===== config.mk =====
export PLATFORM = sky130hd
export DESIGN_NAME = cmp_pipe
export DESIGN_NICKNAME = d
export VERILOG_FILES = /design/src/rtl/cmp_pkg.sv /design/src/rtl/cmp_core.sv /design/src/rtl/cmp_pipe.sv
export SDC_FILE = /design/constraint.sdc
export NUM_CORES = 1
export LEC_CHECK = 0
export ABC_AREA = 1
export CORE_ASPECT_RATIO = 1.75
export CORE_MARGIN = 1.5
export CORE_UTILIZATION = 51
export CTS_CLUSTER_DIAMETER = 200
export DETAILED_ROUTE_END_ITERATION = 12
export GPL_ROUTABILITY_DRIVEN = 0
export PLACE_DENSITY = 0.87
export SYNTH_ARGS = -nofsm -noshare
export SYNTH_HDL_FRONTEND = slang
export SYNTH_HIERARCHICAL = 1
export SYNTH_SLANG_ARGS = --single-unit

===== constraint.sdc =====
create_clock -name clk_i -period 2.4 [get_ports clk_i]
set_input_delay 0.48 -clock clk_i [delete_from_list [all_inputs] [get_ports clk_i]]
set_output_delay 0.48 -clock clk_i [all_outputs]
set_load 0.01 [all_outputs]

===== src/rtl/cmp_pkg.sv =====
// Shared definitions for the branch-condition unit: op codes, flag bit positions and the
// flag-vector type.
package cmp_pkg;

    localparam int unsigned FLAG_W = 8;

    localparam logic [3:0] CMP_OP_EQ  = 4'd0;
    localparam logic [3:0] CMP_OP_NE  = 4'd1;
    localparam logic [3:0] CMP_OP_LEZ = 4'd2;
    localparam logic [3:0] CMP_OP_LTZ = 4'd3;
    localparam logic [3:0] CMP_OP_GEZ = 4'd4;
    localparam logic [3:0] CMP_OP_GTZ = 4'd5;
    localparam logic [3:0] CMP_OP_LT  = 4'd6;
    localparam logic [3:0] CMP_OP_LTU = 4'd7;

    localparam int unsigned FLAG_EQ  = 0;
    localparam int unsigned FLAG_NEQ = 1;
    localparam int unsigned FLAG_LEZ = 2;
    localparam int unsigned FLAG_LTZ = 3;
    localparam int unsigned FLAG_GEZ = 4;
    localparam int unsigned FLAG_GTZ = 5;
    localparam int unsigned FLAG_LT  = 6;
    localparam int unsigned FLAG_LTU = 7;

    typedef logic [FLAG_W-1:0] cmp_flags_t;

    // Codes 8..15 have the top bit set and are all reserved.
    function automatic logic cmp_op_reserved(input logic [3:0] op);
        return op[3];
    endfunction

endpackage


===== src/rtl/cmp_core.sv =====
// Combinational branch-condition evaluation: all eight flags of (rs, rt) plus the
// condition selected by op and a reserved-op indication.
module cmp_core
    import cmp_pkg::*;
#(
    parameter int unsigned Width = 32
) (
    input  logic [3:0]       op_i,
    input  logic [Width-1:0] rs_i,
    input  logic [Width-1:0] rt_i,
    output cmp_flags_t       flags_o,
    output logic             taken_o,
    output logic             ill_o
);

    logic rs_zero;
    logic rs_neg;

    assign rs_zero = (rs_i == '0);
    assign rs_neg  = rs_i[Width-1];

    always_comb begin
        flags_o           = '0;
        flags_o[FLAG_EQ]  = (rs_i == rt_i);
        flags_o[FLAG_NEQ] = (rs_i != rt_i);
        flags_o[FLAG_LEZ] = rs_neg | rs_zero;
        flags_o[FLAG_LTZ] = rs_neg;
        flags_o[FLAG_GEZ] = ~rs_neg;
        flags_o[FLAG_GTZ] = ~rs_neg & ~rs_zero;
        flags_o[FLAG_LT]  = ($signed(rs_i) < $signed(rt_i));
        flags_o[FLAG_LTU] = (rs_i < rt_i);
    end

    always_comb begin
        ill_o   = cmp_op_reserved(op_i);
        taken_o = 1'b0;
        unique case (op_i)
            CMP_OP_EQ:  taken_o = flags_o[FLAG_EQ];
            CMP_OP_NE:  taken_o = flags_o[FLAG_NEQ];
            CMP_OP_LEZ: taken_o = flags_o[FLAG_LEZ];
            CMP_OP_LTZ: taken_o = flags_o[FLAG_LTZ];
            CMP_OP_GEZ: taken_o = flags_o[FLAG_GEZ];
            CMP_OP_GTZ: taken_o = flags_o[FLAG_GTZ];
            CMP_OP_LT:  taken_o = flags_o[FLAG_LT];
            CMP_OP_LTU: taken_o = flags_o[FLAG_LTU];
            default:    taken_o = 1'b0;
        endcase
    end

endmodule


===== src/rtl/cmp_pipe.sv =====
// Pipelined branch-condition unit: evaluates at the input, carries the result through
// Stages valid/ready slots, and counts accepted taken results with a saturating counter.
module cmp_pipe
    import cmp_pkg::*;
#(
    parameter int unsigned Width  = 32,
    parameter int unsigned Stages = 2,
    parameter int unsigned TagW   = 5,
    parameter int unsigned CntW   = 16
) (
    input  logic              clk_i,
    input  logic              rst_ni,
    input  logic              flush_i,
    input  logic              in_valid_i,
    output logic              in_ready_o,
    input  logic [3:0]        in_op_i,
    input  logic [Width-1:0]  in_rs_i,
    input  logic [Width-1:0]  in_rt_i,
    input  logic [TagW-1:0]   in_tag_i,
    output logic              out_valid_o,
    input  logic              out_ready_i,
    output logic              out_taken_o,
    output logic [FLAG_W-1:0] out_flags_o,
    output logic              out_ill_o,
    output logic [TagW-1:0]   out_tag_o,
    input  logic              cnt_clr_i,
    output logic [CntW-1:0]   taken_cnt_o
);

    // Slot payload layout: {flags, taken, ill, tag}.
    localparam int unsigned PayW = FLAG_W + 2 + TagW;

    cmp_flags_t core_flags;
    logic       core_taken;
    logic       core_ill;

    cmp_core #(
        .Width (Width)
    ) u_core (
        .op_i    (in_op_i),
        .rs_i    (in_rs_i),
        .rt_i    (in_rt_i),
        .flags_o (core_flags),
        .taken_o (core_taken),
        .ill_o   (core_ill)
    );

    logic [Stages-1:0] slot_valid;
    logic [Stages-1:0] slot_ready;
    logic [PayW-1:0]   slot_pay [Stages];

    for (genvar k = 0; k < Stages; k++) begin : g_slot
        logic            valid_q;
        logic [PayW-1:0] pay_q;
        logic            up_valid;
        logic [PayW-1:0] up_pay;

        if (k == 0) begin : g_head
            assign up_valid = in_valid_i & in_ready_o;
            assign up_pay   = {core_flags, core_taken, core_ill, in_tag_i};
        end else begin : g_body
            assign up_valid = slot_valid[k-1];
            assign up_pay   = slot_pay[k-1];
        end

        // A slot can move when any later slot has a hole or the consumer takes the head.
        if (k == Stages - 1) begin : g_tail
            assign slot_ready[k] = out_ready_i;
        end else begin : g_inner
            assign slot_ready[k] = out_ready_i | ~(&slot_valid[Stages-1:k+1]);
        end

        always_ff @(posedge clk_i or negedge rst_ni) begin
            if (!rst_ni) begin
                valid_q <= 1'b0;
                pay_q   <= '0;
            end else begin
                if (flush_i) begin
                    valid_q <= 1'b0;
                end else if (slot_ready[k]) begin
                    valid_q <= up_valid;
                end
                if (slot_ready[k] && up_valid) begin
                    pay_q <= up_pay;
                end
            end
        end

        assign slot_valid[k] = valid_q;
        assign slot_pay[k]   = pay_q;
    end

    assign in_ready_o  = slot_ready[0] & ~flush_i;
    assign out_valid_o = slot_valid[Stages-1] & ~flush_i;
    assign {out_flags_o, out_taken_o, out_ill_o, out_tag_o} = slot_pay[Stages-1];

    logic [CntW-1:0] cnt_q;
    logic [CntW-1:0] cnt_d;

    always_comb begin
        cnt_d = cnt_q;
        if (cnt_clr_i) begin
            cnt_d = '0;
        end else if (out_valid_o && out_ready_i && out_taken_o && !(&cnt_q)) begin
            cnt_d = cnt_q + 1'b1;
        end
    end

    always_ff @(posedge clk_i or negedge rst_ni) begin
        if (!rst_ni) begin
            cnt_q <= '0;
        end else begin
            cnt_q <= cnt_d;
        end
    end

    assign taken_cnt_o = cnt_q;

endmodule


==> metrics.md <==
| Metric | Value |
|---|---|
| Final Power | `2.52 mW` |
| Vias in the first global route | `3,676` |
| RSZ-0062 raised after global routing | `no` |
| Pre-CTS setup slack | `-0.0459 ns` |
| Hold crit path type | `in2async` |
| Final Hold Fails | `0` |
| H-Tree Depth | `2` |
| Final Max Slew Viols | `0` |
| WP data arrival | `1.73 ns` |
| Post-placement cell count | `687` |
| Cell taking the most area after synthesis | `dfrtp_1` |
| Mapped Nets | `605` |
| Top cell type's share of synthesized area | `34.1%` |
| Via/cell ratio | `5.20` |
| GRT overflow | `0` |
| Standby leakage power | `2.52 nW` |
| XOR/XNOR Fraction of Synth Area | `0.994%` |
| Drt pass-1 iters | `4` |
| Synth Area in Simple Gates | `34.8%` |
| RR Startpoint | `taken_cnt_o[0]` |
| Tmin final | `2.21 ns` |
| Clock sink total | `48` |
| Clk_lat worst skew | `0.30 ns` |
| Finish-stage setup viols | `0` |
| Fmax | `0.453 GHz` |
| Cell count after synthesis | `493` |
| Post-synthesis mux area share | `4.15%` |
| Chip height | `113 um` |
| Number of diodes | `0` |
| Clock Pin Slew Worst Setup and Hold Paths | `0.07 ns` |
| Initial Util | `53.5%` |
| Post-synthesis compound-gate area fraction | `4.62%` |
| Synth cell count leaders | `154 x nand2_1, 74 x inv_1, 57 x nor2_1` |
| Die Width | `65.8 um` |
| Worst reg-to-reg path cell count | `8` |
| Syn Area/Cell | `7.15 um2` |
| CP Capture Type | `output port` |
| Adder-cell share of the synthesized area | `11.7%` |
| NumNets Final | `724` |
| Netlist cell types | `29` |
| ANT nets after route | `0` |
| Max capacitance violation total | `0` |
| Residual DRC count | `0` |
| First-pass GRT wire length | `15.5 mm` |
| Worst-path fanout max | `3` |
| Worst path required time | `1.92 ns` |
| Drt first-iter violations | `237` |
| Worst setup path end | `out_valid_o` |
| Initial antenna violation count | `0` |
| GRT Total Usage | `26.5%` |
| Total CTS buffers | `5` |
| Die area | `0.00744 mm2` |
| Setup tns final | `0 ns` |
| R2r setup slk | `0.54 ns` |
| Largest family of logic cells by synthesized area | `simple AND/OR/NAND/NOR gates` |
| Final period utilization | `91.9%` |
| Count leader, synth | `nand2_1` |
| # rows | `39` |
| Fin worst setup slack | `0.193 ns` |
| Post-synthesis async set-or-reset flop share | `100%` |
| Power Density | `508 mW/mm2` |
| Top post-synthesis cells by area | `dfrtp_1 34%, nand2_1 16%, ha_1 12%, inv_1 7.9%, nor2_1 6.1%` |
| Slew headroom | `56.9%` |
| Dpl cell area | `0.00475 mm2` |
| Synth Flop Type | `dfrtp_1` |
| PortBufs | `111` |
| Worst setup path start | `flush_i` |
| Post-synth EDFFs | `0` |
| Core ar. | `0.00659 mm2` |
| Cell Count, Final, Fillers Out | `695` |
| Layout cells sized above 1 | `8.81%` |
| Worst Setup Path Type | `in2out` |
| Vias | `3,616` |
| Crit Reg-Reg Endpoint | `taken_cnt_o[3]` |
| Status | `complete, no violations` |
| YS warnings | `6` |
| Final Cell Area | `0.00495 mm2` |
| Mapped Area | `0.00352 mm2` |
| Hpwl dp | `7.46 mm` |
| Root Driver | `clkbuf_16` |
| #FFs+latches synth | `48` |
| Largest net degree at the start of global routing | `29` |
| Clock skew | `0.0139 ns` |
| Sequential fraction of the synthesis area | `34.1%` |
| VDD IR-drop max | `0.280 mV` |
| Clock buffer depth | `2` |
| Wirelength per Cell | `13.4 um` |
| Crit start category | `primary input` |
| Util after Layout | `75.1%` |
| Worst Max-Slew Pin Slew | `0.646 ns` |
| Final hold slack | `0.204 ns` |
| Routed WL | `9.35 mm` |
| CTS tree | `built` |
| Num ports | `112` |
| Area delta synth->final | `40.5%` |
[registers in the layout (all words and copies together), names as in the netlist]
| name | flops |
|---|---|
| taken_cnt_o | 16 |
| g_slot.valid_q | 2 |
| g_slot.pay_q | 30 |
[worst min path at each step]
stage                  startpoint             endpoint  slack, ns  cells past startpoint
3_3_place_gp   g_slot[0].pay_q[4]   g_slot[0].pay_q[4]       0.45                      2
2_1_floorplan              rst_ni   g_slot[0].pay_q[0]       0.18                      0
6_report                   rst_ni  g_slot[1].pay_q[10]       0.20                      1
5_1_grt                    rst_ni  g_slot[1].pay_q[10]       0.24                      1
4_1_cts                    rst_ni  g_slot[1].pay_q[10]       0.23                      1
3_5_place_dp   g_slot[0].pay_q[9]   g_slot[0].pay_q[9]       0.46                      2
[report_power, final]
part | switching [mW] | internal (mW)
combinational | 0.273 | 0.360
clock | 0.316 | 0.601
sequential | 0.0607 | 0.906
[kinds of logic (layout without fill, tap and decap cells)]
logic type,after synthesis,count (layout)
AOI/OAI and AO/OA,30,30
xor gates and xnor gates,4,4
adders and majority gates,33,33
buffers and inverters,86,206
DFF,48,48
muxes,13,13
and+or+nand+nor,279,279
[layout make-up]
| type | instances | area, um2 |
|---|---|---|
| sequential | 48 | 1200 |
| multi-input combinational | 359 | 1980 |
| clock inverter | 3 | 68.8 |
| timing repair buffer | 120 | 1180 |
| tap | 82 | 103 |
| clock buffer | 5 | 125 |
| inverter | 78 | 293 |
| fill | 500 | 1640 |
[routing by layer]
metal  up-vias  track usage (%)  part of all wire, %
met5         -                0                    0
met4         0             12.8                  2.8
met3        25             5.17                  6.8
met2       157             51.4                   58
met1      1659             25.2                   32
li1       1775                -                    -
[repair_timing]
item / CTS / global route
endpoints found under the setup margin: 0 / 1
buffers inserted: 0 / 0
hold endpoints to repair: 0 / 0
resized for setup: 0 / 1
hold buffers: 0 / 0
[critical path: stages]
cell and delay, ns:
clkdlybuf4s50_1 0.49, inv_2 0.10, nand2_1 0.08, inv_1 0.06
clkdlybuf4s50_1 0.52
[cell usage in the layout (no fill, tap or decap)]
cell type,n
dfrtp_1,48
buf_4,9
nor3_1,3
inv_6,1
inv_1,74
nand3_1,32
a21o_1,2
o21bai_1,1
o21a_1,2
and2_1,1
bufinv_16,2
nor2_1,57
nor2_4,8
dlymetal6s2s_1,1
nand4_1,11
xor2_1,4
mux2_2,13
nand2_4,1
nand2_2,8
nor3b_2,1
nand3b_1,1
o21ai_0,6
buf_2,1
clkinv_1,1
nand2_1,154
nor2_2,2
a21oi_1,16
ha_1,33
o21ai_1,3
inv_2,3
clkbuf_16,5
clkdlybuf4s50_1,109
No activity file was read; power rests on OpenSTA's default activity.
